==> src/rtl/id_unit.sv <==
// ---------------------------------------------------------------------------
// id_unit
//   16-bit, 16-function operation unit for the rk16 execute path.
//   Each rising clk edge (rst low) captures f(sel, a, b) into the output
//   registers; the result, its zero flag and the carry/borrow flag appear one
//   cycle later and hold until the next edge.
//
// Ports
//   clk    in   1   system clock, rising-edge active
//   rst    in   1   asynchronous, active-high reset (out=0, zero=0, carry=0)
//   sel    in   4   function select
//                     0 ADD   1 SUB   2 AND   3 OR    4 XOR   5 NOT
//                     6 SLL   7 SRL   8 SRA   9 ROL   A ROR   B SLT
//                     C SLTU  D EQ    E PASSA F PASSB
//   a      in   16  operand A
//   b      in   16  operand B; b[3:0] is the shift/rotate amount
//   out    out  16  registered result
//   zero   out  1   registered: result of the captured op == 16'h0000
//   carry  out  1   registered: ADD carry-out / SUB borrow, else 0
//
// There is no handshake: the unit accepts a new operation on every edge.
// ---------------------------------------------------------------------------
module id_unit (
  input  logic        clk,
  input  logic        rst,
  input  logic [3:0]  sel,
  input  logic [15:0] a,
  input  logic [15:0] b,
  output logic [15:0] out,
  output logic        zero,
  output logic        carry
);

  // Function codes
  localparam logic [3:0] OP_ADD   = 4'h0;
  localparam logic [3:0] OP_SUB   = 4'h1;
  localparam logic [3:0] OP_AND   = 4'h2;
  localparam logic [3:0] OP_OR    = 4'h3;
  localparam logic [3:0] OP_XOR   = 4'h4;
  localparam logic [3:0] OP_NOT   = 4'h5;
  localparam logic [3:0] OP_SLL   = 4'h6;
  localparam logic [3:0] OP_SRL   = 4'h7;
  localparam logic [3:0] OP_SRA   = 4'h8;
  localparam logic [3:0] OP_ROL   = 4'h9;
  localparam logic [3:0] OP_ROR   = 4'hA;
  localparam logic [3:0] OP_SLT   = 4'hB;
  localparam logic [3:0] OP_SLTU  = 4'hC;
  localparam logic [3:0] OP_EQ    = 4'hD;
  localparam logic [3:0] OP_PASSA = 4'hE;
  localparam logic [3:0] OP_PASSB = 4'hF;

  // ------------------------------------------------------------------------
  // Per-function datapath
  // ------------------------------------------------------------------------
  logic [3:0]  w_shamt;
  logic [16:0] w_sum;
  logic [16:0] w_diff;
  logic [15:0] w_sll;
  logic [15:0] w_srl;
  logic [15:0] w_sra;
  logic [31:0] w_dbl_l;
  logic [31:0] w_dbl_r;
  logic [15:0] w_rol;
  logic [15:0] w_ror;
  logic        w_lt_s;
  logic        w_lt_u;
  logic        w_eq;

  // Only the low nibble of b is a shift/rotate amount; b[15:4] is ignored.
  assign w_shamt = b[3:0];

  // 17-bit add: bit 16 is the carry-out.
  assign w_sum  = {1'b0, a} + {1'b0, b};
  // 17-bit subtract of zero-extended operands: bit 16 is set exactly when
  // a < b (unsigned), i.e. it is the borrow.
  assign w_diff = {1'b0, a} - {1'b0, b};

  assign w_sll = a << w_shamt;
  assign w_srl = a >> w_shamt;
  assign w_sra = $signed(a) >>> w_shamt;

  // Rotates via a doubled operand: shifting {a,a} leaves the rotated word
  // in the upper half (left) or lower half (right). Amount 0 yields a.
  assign w_dbl_l = {a, a} << w_shamt;
  assign w_dbl_r = {a, a} >> w_shamt;
  assign w_rol   = w_dbl_l[31:16];
  assign w_ror   = w_dbl_r[15:0];

  assign w_lt_s = $signed(a) < $signed(b);
  assign w_lt_u = w_diff[16];
  assign w_eq   = (a == b);

  // ------------------------------------------------------------------------
  // Function select. Every code is defined; carry is 0 outside ADD/SUB.
  // ------------------------------------------------------------------------
  logic [15:0] w_result;
  logic        w_carry;
  logic        w_zero;

  always_comb begin
    w_result = 16'h0000;
    w_carry  = 1'b0;
    case (sel)
      OP_ADD: begin
        w_result = w_sum[15:0];
        w_carry  = w_sum[16];
      end
      OP_SUB: begin
        w_result = w_diff[15:0];
        w_carry  = w_diff[16];
      end
      OP_AND:   w_result = a & b;
      OP_OR:    w_result = a | b;
      OP_XOR:   w_result = a ^ b;
      OP_NOT:   w_result = ~a;
      OP_SLL:   w_result = w_sll;
      OP_SRL:   w_result = w_srl;
      OP_SRA:   w_result = w_sra;
      OP_ROL:   w_result = w_rol;
      OP_ROR:   w_result = w_ror;
      OP_SLT:   w_result = {15'b0, w_lt_s};
      OP_SLTU:  w_result = {15'b0, w_lt_u};
      OP_EQ:    w_result = {15'b0, w_eq};
      OP_PASSA: w_result = a;
      OP_PASSB: w_result = b;
      default: begin
        w_result = 16'h0000;
        w_carry  = 1'b0;
      end
    endcase
  end

  // zero is derived from the very value being registered into out.
  assign w_zero = (w_result == 16'h0000);

  // ------------------------------------------------------------------------
  // Output registers. Reset clears everything, including zero (even though
  // out reads 0000 during reset), and discards whatever was in flight.
  // ------------------------------------------------------------------------
  logic [15:0] r_out;
  logic        r_zero;
  logic        r_carry;

  always_ff @(posedge clk or posedge rst) begin
    if (rst) begin
      r_out   <= 16'h0000;
      r_zero  <= 1'b0;
      r_carry <= 1'b0;
    end else begin
      r_out   <= w_result;
      r_zero  <= w_zero;
      r_carry <= w_carry;
    end
  end

  assign out   = r_out;
  assign zero  = r_zero;
  assign carry = r_carry;

endmodule

==> config.mk <==
export PLATFORM = sky130hd
export DESIGN_NAME = id_unit
export DESIGN_NICKNAME = d
export VERILOG_FILES = /design/src/rtl/id_unit.sv
export SDC_FILE = /design/constraint.sdc
export NUM_CORES = 1
export LEC_CHECK = 0
export BUFFER_PORTS_ARGS = -buffer_cell sky130_fd_sc_hd__buf_4
export CORE_ASPECT_RATIO = 2
export CORE_MARGIN = 4
export CORE_UTILIZATION = 59
export CTS_CLUSTER_DIAMETER = 100
export CTS_CLUSTER_SIZE = 40
export DETAILED_ROUTE_END_ITERATION = 7
export PLACE_DENSITY = 0.9
export SLEW_MARGIN = 20
export SYNTH_ARGS = -nofsm -noshare
export SYNTH_HDL_FRONTEND = slang
export SYNTH_SLANG_ARGS = --single-unit
==> constraint.sdc <==
create_clock -name clk -period 0.8 [get_ports clk]
set_input_delay 0.08 -clock clk [delete_from_list [all_inputs] [get_ports clk]]
set_output_delay 0.08 -clock clk [all_outputs]
set_load 0.02 [all_outputs]
==> reports/summary.txt, run 1 <==
Die X - 80.4 um
root buf cell - clkbuf_16
post-synthesis mux area share - 19.0%
XOR/XNOR Fraction of Synth Area - 1.84%
die height - 153 um
hpwl dp - 29,100 um
num rows - 52
post-synth top area share - 10.9%
Initial Utilization - 60.5%
synth warn - 0
syn_area_per_cell - 7.50 um2
Clock Path Buffers - 2
synth unique cells - 85
Async SR Flop Fraction - 100%
RePlAce Congestion - 1.29
status - aborted with a tool error
H-tree levels - 1
Error - [ERROR DPL-0038] Utilization greater than 100%, impossible to legalize
CTS Buf Count - 3
CTS Hold Bufs - 1
compound-gate portion of the synthesized area - 29.3%
I/O pin cnt - 56
synthesized area - 6180 um2
register area share after synthesis - 7.29%
Post-synth EDFFs - 0
clock sinks - 18
PortBufs - 55
failing step - clock tree synthesis
Post-Synth Adder-Cell Area - 10.7%
Synth area leader - mux4_2
Seq cells post-synth - 18
simple-gate portion of the synthesized area - 22.6%
main combinational cell family by area after synthesis - compound AO/OA/AOI/OAI gates
cell count after placement - 1,232
Top FF cell, synth - dfrtp_1
post-CTS sizing - 272
syn nets - 913
Synth area leaders - mux4_2 (11%), ha_1 (9.9%), dfrtp_1 (7.3%), mux2i_1 (4.9%), nand2_1 (4.3%)
dpl ws - -2.43 ns
Synth Instances - 824
Post-CTS Setup Inserts - 40
-- stage by stage --
step,utilization (%),instance area (um2)
2_1_floorplan,-,6580
3_3_place_gp,87.5,8930
3_5_place_dp,87.5,8930
-- cells by family after synthesis --
kind of cell	Yosys count
AND/OR/NAND/NOR	273
buffers and inverters	137
AO/OA/AOI/OAI	256
adder cells (fa/ha/maj)	52
XOR/XNOR	13
multiplexers	75
flip-flops	18
-- Yosys cell counts (9+ instances only) --
library cell   n
o21ai_0       35
o31ai_1       12
o211ai_1      12
nor2_1        57
nor3_1        28
nand2b_1      15
nand3_1       29
a221oi_1       9
xnor2_1       11
a22o_1         9
a21oi_1       52
ha_1          49
clkbuf_1      53
dfrtp_1       18
o22ai_1       11
a211oi_1      10
mux2i_1       30
mux4_2        30
mux2_2        12
inv_1         47
nand2_1       71
buf_2         20
and3_1        10
==> run 2: changes to the inputs <==
--- a/config.mk
+++ b/config.mk
@@ -6,13 +6,10 @@
 export NUM_CORES = 1
 export LEC_CHECK = 0
 export BUFFER_PORTS_ARGS = -buffer_cell sky130_fd_sc_hd__buf_4
-export CORE_ASPECT_RATIO = 2
 export CORE_MARGIN = 4
-export CORE_UTILIZATION = 59
-export CTS_CLUSTER_DIAMETER = 100
-export CTS_CLUSTER_SIZE = 40
+export CORE_UTILIZATION = 40
 export DETAILED_ROUTE_END_ITERATION = 7
-export PLACE_DENSITY = 0.9
+export PLACE_DENSITY_LB_ADDON = 0.15
 export SLEW_MARGIN = 20
 export SYNTH_ARGS = -nofsm -noshare
 export SYNTH_HDL_FRONTEND = slang
==> run 2 against run 1 <==
Net effect: the flow now finishes, with violations (negative setup slack); area after synthesis unchanged; synthesized cell count unchanged.
==> reports/summary.txt, run 2 <==
synthesized area - 6180 um2
die height - 132 um
Hold Vio Cnt, Final - 0
Final Critical Period - 2.71 ns
Max IR drop VDD - 1.02 mV
critical path type - primary input to register
cell count after placement - 1,330
synth unique cells - 85
largest net degree at the start of global routing - 24
Synth area leader - mux4_2
max reg flops - 16
Leak - 5.04 nW
Initial Utilization - 40.8%
worst slew pin tran - 0.732 ns
Core Area - 15,100 um2
Synth Instances - 824
Top FF cell, synth - dfrtp_1
hpwl dp - 27,200 um
status - finished, violations left
post-synth top area share - 10.9%
Reg area - 450 um2
Async SR Flop Fraction - 100%
simple-gate portion of the synthesized area - 22.6%
Setup crit start kind - primary input
DR WL/cell - 25.5 um
CP arrival - 2.87 ns
main combinational cell family by area after synthesis - compound AO/OA/AOI/OAI gates
Post-synth EDFFs - 0
vias in the first global route - 8,845
CTS Buf Count - 3
Max-Cap Viols - 0
number of remaining DRC errors - 0
synth cell count leaders - nand2_1 (71), nor2_1 (57), clkbuf_1 (53)
synth warn - 0
global-route wire length before repair - 51,800 um
Slew headroom - 50.6%
Die X - 132 um
CTS tree - yes
final WL - 35,300 um
root buf cell - clkbuf_16
Finished Cell Area - 11,200 um2
initial antenna violation count - 0
most frequent cells in the layout - buf_4 (364), nand2_1 (64), buf_6 (61), nor2_1 (54), inv_1 (42)
clk slew on worst S/H paths - 0.05 ns
commonest non-fill, non-tap cell in the layout - buf_4
XOR/XNOR Fraction of Synth Area - 1.84%
Worst EP required - 0.97 ns
max-slew violation count - 0
hold crit path type - primary input to asynchronous set/reset pin
dpl ws - -2.38 ns
DR vias - 8,991
# setup viols final - 36
power density cells - 943 nW/um2
syn nets - 913
fraction of layout cells with a size suffix above 1 - 54.3%
PortBufs - 55
Finished Layout Cells - 1,387
Seq cells post-synth - 18
Clock Path Buffers - 2
Routed Antenna Nets - 0
RePlAce Congestion - 1.10
Final Cycle Share - 338%
critical-path maximum fanout - 7
register area share after synthesis - 7.29%
final worst slack - -1.91 ns
Post-Synth Adder-Cell Area - 10.7%
num rows - 45
n_diodes - 0
via/cell ratio - 6.48
NumNets Final - 1,289
most numerous cell in the Yosys netlist - nand2_1
grt ovf - 0
compound-gate portion of the synthesized area - 29.3%
drt pass-1 iters - 6
post-synthesis mux area share - 19.0%
clock sinks - 18
GRT Overall Usage - 37.7%
fill count - 1,060
Max Clk Rate - 369 MHz
final core utilization - 73.9%
unrepaired setup endpoints after global routing - yes
Synth area leaders - mux4_2 (11%), ha_1 (9.9%), dfrtp_1 (7.3%), mux2i_1 (4.9%), nand2_1 (4.3%)
area delta synth->final - 81.1%
H-tree levels - 1
Starting DRT DRC Count - 1,270
CP endpoint kind - register
failing checks - negative setup slack
area of the multi-input gates - 6200 um2
syn_area_per_cell - 7.50 um2
Post-DP Area - 9380 um2
I/O pin cnt - 56
Die ar. - 17,500 um2
==> run 2: cell counts after synthesis <==
No cell type changed its count.
==> run 2: kinds of logic (layout without fill, tap and decap cells) <==
logic type                 Yosys count  after routing
buffers and inverters              137            512
DFF                                 18             18
muxes                               75             75
xor gates and xnor gates            13             13
AOI/OAI and AO/OA                  256            256
adders and majority gates           52             52
and+or+nand+nor                    273            273
==> run 2: per-stage QoR <==
step                      setup TNS [ns]  total power, mW  hold slack, ns
after global placement            -31.83             7.61           0.105
after detailed placement          -32.13             7.69           0.109
after CTS                         -24.65             9.84           0.410
after floorplan                   -23.44             4.45          0.0186
after global routing              -26.91             10.9           0.452
final                             -25.58             10.5           0.416
==> run 2: repair_timing <==
| action | in CTS | in global routing |
|---|---|---|
| hold buffers | 1 | 0 |
| endpoints found under the setup margin | 36 | 36 |
| buffers inserted | 42 | 13 |
| pin swaps | 47 | 38 |
| hold endpoints to repair | 18 | 0 |
| cloned | 3 | 0 |
| resized for setup | 195 | 66 |
==> run 2: critical path, cell delays in order <==
cell and delay, ns:
buf_12 0.09, buf_12 0.12, buf_12 0.12, mux4_2 0.52, mux2i_1 0.23, o32ai_1 0.13, a211o_1 0.37, nor4_4 0.27
a221oi_1 0.13, a2bb2oi_1 0.17, or4b_1 0.52, nor3_2 0.12
==> run 2: area by class of cell <==
type / instances / area share, %
Sequential cell: 18 / 4.02
Inverter: 55 / 2.14
Tap cell: 188 / 2.10
Timing Repair Buffer: 453 / 35.5
Multi-Input combinational cell: 669 / 55.4
Clock buffer: 4 / 0.794
==> run 2: worst max-delay path by stage <==
stage | from | endpoint | depth (start not counted)
after floorplan | b[3] | zero | 15
after global placement | b[0] | zero | 12
after detailed placement | b[0] | zero | 12
after CTS | a[6] | zero | 13
after global routing | b[0] | zero | 12
final | b[0] | zero | 12
==> run 2: where the power goes <==
group	switching (mW)	internal (mW)
Clock	0.308	0.759
Sequential	0.0656	1.05
Combinational	4.17	4.20
Total	4.54	6.01
==> run 2: routing by layer <==
layer | track usage, % | up-vias | share of wire [%]
met2 | 58.8 | 715 | 43
met3 | 9.73 | 181 | 12
li1 | - | 3895 | -
met1 | 48.5 | 4200 | 37
met5 | 0 | - | 0
met4 | 18.8 | 0 | 7.1
Note: power is estimated with default switching activity, not from simulation.
